[src/rtl/fp_int_acc_seq.sv]
`default_nettype none
// ============================================================================
//  Module      : fp_int_acc_seq
//  Description : Sequence accumulator for the FP-INT MAC datapath. Aligns a
//                stream of sign-magnitude mantissas to a block exponent and
//                accumulates them into a saturating two's-complement register.
//                Two-stage pipeline (align, add) with a sequencing FSM and a
//                valid/ready result handshake.
//  Revision    : 1.0 - initial release
// ============================================================================
module fp_int_acc_seq #(
  parameter int MAN_W = 14,
  parameter int EXP_W = 5,
  parameter int ACC_W = 32,
  parameter int LEN_W = 8
) (
  input  logic             clk,
  input  logic             rst,
  input  logic             start,
  input  logic             clear,
  input  logic [EXP_W-1:0] exp_set,
  input  logic [ACC_W-1:0] acc_init,
  input  logic [LEN_W-1:0] len,
  input  logic             in_valid,
  output logic             in_ready,
  input  logic             sign_in,
  input  logic [EXP_W-1:0] exp_in,
  input  logic [MAN_W-1:0] man_in,
  output logic             out_valid,
  input  logic             out_ready,
  output logic [ACC_W-1:0] acc_out,
  output logic [EXP_W-1:0] exp_out,
  output logic             overflow,
  output logic             busy
);

  // A mantissa shifted left by the largest possible exponent difference
  // must fit without loss before the clamp decision is made.
  localparam int SHIFT_W = MAN_W + (1 << EXP_W);
  // Aligned magnitudes are clamped to 2^(ACC_W-1)-1, so ACC_W-1 bits suffice.
  localparam int MAG_W   = ACC_W - 1;

  typedef enum logic [1:0] {
    IDLE  = 2'd0,
    RUN   = 2'd1,
    DRAIN = 2'd2,
    DONE  = 2'd3
  } state_t;

  state_t state;
  state_t state_next;

  logic [EXP_W-1:0] exp_reg;
  logic [ACC_W-1:0] acc;
  logic [LEN_W-1:0] count;
  logic             ovf_reg;
  logic             out_valid_reg;

  logic             s1_valid;
  logic             s1_sign;
  logic [MAG_W-1:0] s1_mag;

  logic             accept;
  logic             start_idle;

  logic [EXP_W:0]   diff;
  logic [EXP_W:0]   rshift;
  logic [SHIFT_W-1:0] lshifted;
  logic             lshift_big;
  logic [MAG_W-1:0] align_mag;
  logic             align_clamp;

  logic [ACC_W:0]   sum;
  logic [ACC_W-1:0] sum_sat;
  logic             add_clamp;

  assign in_ready   = (state == RUN);
  assign accept     = in_valid && in_ready;
  assign start_idle = start && (state == IDLE);

  assign out_valid  = out_valid_reg;
  assign acc_out    = acc;
  assign exp_out    = exp_reg;
  assign overflow   = ovf_reg;
  assign busy       = (state != IDLE);

  // Detect a left-shifted magnitude that no longer fits below 2^(ACC_W-1).
  generate
    if (SHIFT_W > MAG_W) begin : g_clamp_wide
      assign lshift_big = |lshifted[SHIFT_W-1:MAG_W];
    end else begin : g_clamp_narrow
      assign lshift_big = 1'b0;
    end
  endgenerate

  // Stage-1 alignment: shift the term magnitude onto the block exponent.
  always_comb begin
    diff        = {1'b0, exp_in} - {1'b0, exp_reg};
    rshift      = $unsigned(-$signed(diff));
    lshifted    = SHIFT_W'(man_in) << diff[EXP_W-1:0];
    align_mag   = '0;
    align_clamp = 1'b0;
    if (!diff[EXP_W]) begin
      if (lshift_big) begin
        align_mag   = {MAG_W{1'b1}};
        align_clamp = 1'b1;
      end else begin
        align_mag   = lshifted[MAG_W-1:0];
      end
    end else if (32'(rshift) < MAN_W) begin
      // Bits shifted out on the right are simply truncated.
      align_mag = MAG_W'(man_in >> rshift);
    end
  end

  // Stage-2 add/subtract with one guard bit, then saturate to ACC_W.
  always_comb begin
    if (s1_sign) begin
      sum = {acc[ACC_W-1], acc} - {2'b00, s1_mag};
    end else begin
      sum = {acc[ACC_W-1], acc} + {2'b00, s1_mag};
    end
    add_clamp = (sum[ACC_W] != sum[ACC_W-1]);
    if (!add_clamp) begin
      sum_sat = sum[ACC_W-1:0];
    end else if (sum[ACC_W]) begin
      sum_sat = {1'b1, {(ACC_W-1){1'b0}}};
    end else begin
      sum_sat = {1'b0, {(ACC_W-1){1'b1}}};
    end
  end

  // Sequencing FSM next-state logic; clear overrides every transition.
  always_comb begin
    state_next = state;
    case (state)
      IDLE:    if (start) state_next = (len == '0) ? DONE : RUN;
      RUN:     if (accept && (count == LEN_W'(1))) state_next = DRAIN;
      DRAIN:   if (!s1_valid) state_next = DONE;
      DONE:    if (out_valid_reg && out_ready) state_next = IDLE;
      default: state_next = IDLE;
    endcase
    if (clear) state_next = IDLE;
  end

  // State register; out_valid is registered so it is high exactly in DONE.
  always_ff @(posedge clk or posedge rst) begin
    if (rst) begin
      state         <= IDLE;
      out_valid_reg <= 1'b0;
    end else begin
      state         <= state_next;
      out_valid_reg <= (state_next == DONE);
    end
  end

  // Stage-1 pipeline register holding the aligned term.
  always_ff @(posedge clk or posedge rst) begin
    if (rst) begin
      s1_valid <= 1'b0;
      s1_sign  <= 1'b0;
      s1_mag   <= '0;
    end else begin
      s1_valid <= accept && !clear;
      if (accept) begin
        s1_sign <= sign_in;
        s1_mag  <= align_mag;
      end
    end
  end

  // Sequence context: block exponent, accumulator, term count, sticky overflow.
  always_ff @(posedge clk or posedge rst) begin
    if (rst) begin
      exp_reg <= '0;
      acc     <= '0;
      count   <= '0;
      ovf_reg <= 1'b0;
    end else if (clear) begin
      // Abort drops the in-flight term; acc and overflow keep their values.
      count   <= '0;
    end else if (start_idle) begin
      exp_reg <= exp_set;
      acc     <= acc_init;
      count   <= len;
      ovf_reg <= 1'b0;
    end else begin
      if (s1_valid) begin
        acc <= sum_sat;
      end
      if (accept) begin
        count <= count - LEN_W'(1);
      end
      if ((accept && align_clamp) || (s1_valid && add_clamp)) begin
        ovf_reg <= 1'b1;
      end
    end
  end

endmodule
`default_nettype wire

[config.mk]
export PLATFORM = sky130hd
export DESIGN_NAME = fp_int_acc_seq
export DESIGN_NICKNAME = d
export VERILOG_FILES = /design/src/rtl/fp_int_acc_seq.sv
export SDC_FILE = /design/constraint.sdc
export NUM_CORES = 1
export LEC_CHECK = 0
export ABC_CLOCK_PERIOD_IN_PS = 6600
export BUFFER_PORTS_ARGS = -buffer_cell sky130_fd_sc_hd__clkbuf_2
export CAP_MARGIN = 40
export CORE_MARGIN = 2
export CORE_UTILIZATION = 55
export CTS_CLUSTER_DIAMETER = 200
export DETAILED_ROUTE_END_ITERATION = 16
export GPL_ROUTABILITY_DRIVEN = 0
export PLACE_DENSITY = 0.78
export SKIP_LAST_GASP = 1
export SYNTH_ARGS = -nofsm -noshare
export SYNTH_HDL_FRONTEND = slang
export SYNTH_SLANG_ARGS = --single-unit
[constraint.sdc]
create_clock -name clk -period 6.6 [get_ports clk]
set_clock_uncertainty 0.05 [all_clocks]
set_input_delay 0.66 -clock clk [delete_from_list [all_inputs] [get_ports clk]]
set_output_delay 0.66 -clock clk [all_outputs]
set_load 0.005 [all_outputs]
==> flow_summary_export.csv <==
group,metric,value,unit
synth,post_synth_mux_area_share,6.64,%
sta,timing.final.setup_violations,0,
synth,synth.ff_latch_count,82,
synth,synth.cells.most_frequent,"nand2_1 (140), nor2_1 (103), dfrtp_1 (82)",
global_routing,grt-ovfl-total,0,
synth,yosysTopAreaCell,"dfrtp_1",
setup_path,worst_r2r_startpoint,"s1_mag[4]$_DFFE_PP0P_",
status,run_status,"completed",
synth,post_synth_main_area_contributors,"dfrtp_1 (25%), nand2_1 (6.3%), ha_1 (6.2%), xnor2_1 (5.9%), nor2_1 (4.7%)",
synth,synth-seq-area-share,24.7,%
synth,synth_top_flop_cell,"dfrtp_1",
synth,post_synth_inst_count,1040,
cells_and_area,final_cells,1306,
sta,final_period_minus_worst_setup_slack,5.58,ns
setup_path,cp_cell_sequence,"or4_4 > nor3_1 > nand4_1 > nor3b_1 > nand2b_1 > nor2_1 > a21oi_1 > xnor2_1 > ha_1 > and3_1 > and2_1 > nand3_1 > a21oi_1 > or4_4 > a2111oi_4 > o22ai_4 > a31oi_1",
routing,detailroute.via_count,8241,
synth,synthAdderAreaFrac,6.65,%
cells_and_area,nNetsFinal,1231,
floorplanning,die_h,127,microns
sta,worst_slew_margin_rel,37.9,%
cts,clock_tree.htree_level_count,3,
cts,clock_latency,0.35,ns
synth,synthXorXnorAreaFrac,7.33,%
setup_path,rrSetupSlack,1.02,ns
floorplanning,dieWidth,127,microns
sta,rsz_0062_raised_after_global_routing,"false",
cts,cts.sinks,82,
cells_and_area,area_growth_syn_to_layout,11.4,%
cells_and_area,fillerInstances,1265,
cts,cts_tree,"done",
setup_path,critPathSlowestCell,"a2111oi_4",
floorplanning,boundaryPins,112,
global_routing,number_of_antenna_violations_at_the_first_check_in_global_routing,0,
synth,synth-async-reset-ratio,100,%
worst_hold_path,timing.hold.worst.class,"in2async",
synth,synth-compound-area-share,26.2,%
sta,achievable-frequency,179,MHz
cells_and_area,largest_register_ff_count,32,
global_routing,global_route_wire_length_before_repair,37600,microns
routing,avgViaCountPerCell,6.31,
cells_and_area,number_of_antenna_diodes,0,
setup_path,worst_path_largest_cell_delay,0.62,ns
synth,count_of_distinct_cell_types_in_the_synthesized_netlist,86,
routing,detailedRoute.firstPassIterationCount,7,
routing,routed_wl,22900,microns
cts,clock_buffers_created_by_tritoncts,9,
run,number_of_max_capacitance_violations_reported,0,
synth,synthDominantCellAreaShare,24.7,%
global_routing,via_count_of_the_first_global_routing_pass,7501,
setup_path,crit-reg2reg-capture,"acc_out[5]$_DFFE_PP0P_",
cts,clock_path_buffers,2,
sta,worst-slew-pin-transition,0.932,ns
routing,drt-initial-drc-count,905,
sta,drv_slew,0,
cts,cts-hold-fix-buffers,0,
cells_and_area,drive_above_1_share,18.9,%
synth,synth-edff-count,0,
floorplanning,initial_core_util,56.7,%
cts,cts.repair.resized,0,
cells_and_area,finalInstanceArea,9260,sq um
synth,postSynthNetCount,1154,
sta,min_period_over_period,84.5,%
synth,synth_area_per_cell,7.99,sq um
sta,timing_hold_violations_final,0,
placed_design,place.detailed.instances,1290,
synth,syn-cell-area,8310,sq um
setup_path,timing.setup.critical_path_class,"reg2reg",
placed_design,io_buffer_count,111,
floorplanning,design.core.area,14600,sq um
setup_path,path_max_fanout,26,
routing,avgRoutedWirePerCell,17.5,microns
floorplanning,die-area,16100,sq um
setup_path,worst-endpoint-required,6.82,ns
global_routing,grt_use_total,28.6,%
cts,clockRootBuffer,"clkbuf_16",
setup_path,worstRegToRegCells,17,
floorplanning,rows,44,
synth,ys.warnings.count,0,
routing,post-route-drc-count,0,
setup_path,worst_setup_path_start_kind,"register",
sta,totalNegativeSetupSlack,0,ns
global_routing,grt_start_max_net_pins,60,
placed_design,postPlaceCellArea,8980,sq um
routing,drtAntennaViolNets,0,
placed_design,dp_hpwl,17700,microns
synth,largest_family_of_logic_cells_by_synthesized_area,"compound AO/OA/AOI/OAI gates",
cts,worst_setup_hold_path_clk_slew,0.06,ns
synth,most_used_standard_cell_by_instance_count_after_synthesis,"nand2_1",
setup_path,endpoint_kind,"register",
setup_path,arrival,5.80,ns
synth,yosys.area_share.simple,23.2,%
cts,post-cts-setup-buffers,0,
metal layers:
metal	share of wire, %	GRT usage, %	wire (microns)
met1	45	39.2	10300
met3	5.7	3.08	1310
met4	2.7	11.2	620
met2	47	46.8	10700
met5	0	0	0
layout make-up:
type | count | area, sq um | area share (%)
Clock buffer | 10 | 239 | 2.58
Clock inverter | 6 | 40.0 | 0.432
Multi-Input combinational cell | 865 | 5840 | 63.0
Timing Repair Buffer | 131 | 753 | 8.14
Tap cell | 184 | 230 | 2.49
Sequential cell | 82 | 2050 | 22.2
Inverter | 28 | 106 | 1.15
worst max-delay path: cells and delay by family (launching register included):
family | cells | cell delay [ns]
compound gates | 5 | 1.51
xor+xnor | 1 | 0.20
fa+ha+maj | 1 | 0.34
flops | 1 | 0.43
simple gates | 10 | 2.96
how the worst max path moves through the flow:
| stage | start | endpoint | depth (start not counted) | slack, ns |
|---|---|---|---|---|
| 2_1_floorplan | s1_mag[6]$_DFFE_PP0P_ | acc_out[12]$_DFFE_PP0P_ | 19 | 1.69 |
| 3_3_place_gp | s1_mag[6]$_DFFE_PP0P_ | acc_out[27]$_DFFE_PP0P_ | 17 | 1.22 |
| 3_5_place_dp | s1_mag[6]$_DFFE_PP0P_ | acc_out[5]$_DFFE_PP0P_ | 17 | 1.03 |
| 4_1_cts | s1_mag[4]$_DFFE_PP0P_ | acc_out[5]$_DFFE_PP0P_ | 17 | 1.05 |
| 5_1_grt | s1_mag[6]$_DFFE_PP0P_ | acc_out[22]$_DFFE_PP0P_ | 17 | 0.53 |
| 6_report | s1_mag[4]$_DFFE_PP0P_ | acc_out[5]$_DFFE_PP0P_ | 17 | 1.02 |
cells in the final DEF (no fill, tap or decap), types with 9 or more instances in the layout:
cell type and instances:
a211oi_1 17, a21o_1 12, a21oi_1 69, a22oi_1 10, a31oi_1 38, a31oi_2 12, and2_1 9, buf_4 17
clkbuf_16 9, clkbuf_2 111, dfrtp_1 82, ha_1 41, inv_1 27, mux2_2 11, mux2i_1 18, mux4_2 11
nand2_1 140, nand2b_1 9, nand3_1 47, nor2_1 102, nor2b_1 14, nor3_1 29, nor4_1 10, o211ai_1 20
o21ai_0 37, o21ai_1 11, xnor2_1 56, xor2_1 11
metrics by stage:
step	hold WS [ns]	util, %	worst slack [ns]
after floorplan	0.423	-	1.69
after global placement	0.449	60.7	1.22
after detailed placement	0.452	61.3	1.03
after CTS	0.286	63.2	1.05
after global routing	0.312	63.2	0.531
final	0.284	63.2	1.02
logic make-up (layout without fill, tap and decap cells):
kind of cell | count (synthesis) | in the layout
simple gates | 406 | 406
compound gates | 308 | 308
buf+inv | 93 | 175
flops | 82 | 82
xor+xnor | 68 | 68
fa+ha+maj | 43 | 43
mux | 40 | 40
Power is not shown: default switching activity piles up to over one toggle a cycle in this logic, so the estimate is an artifact.
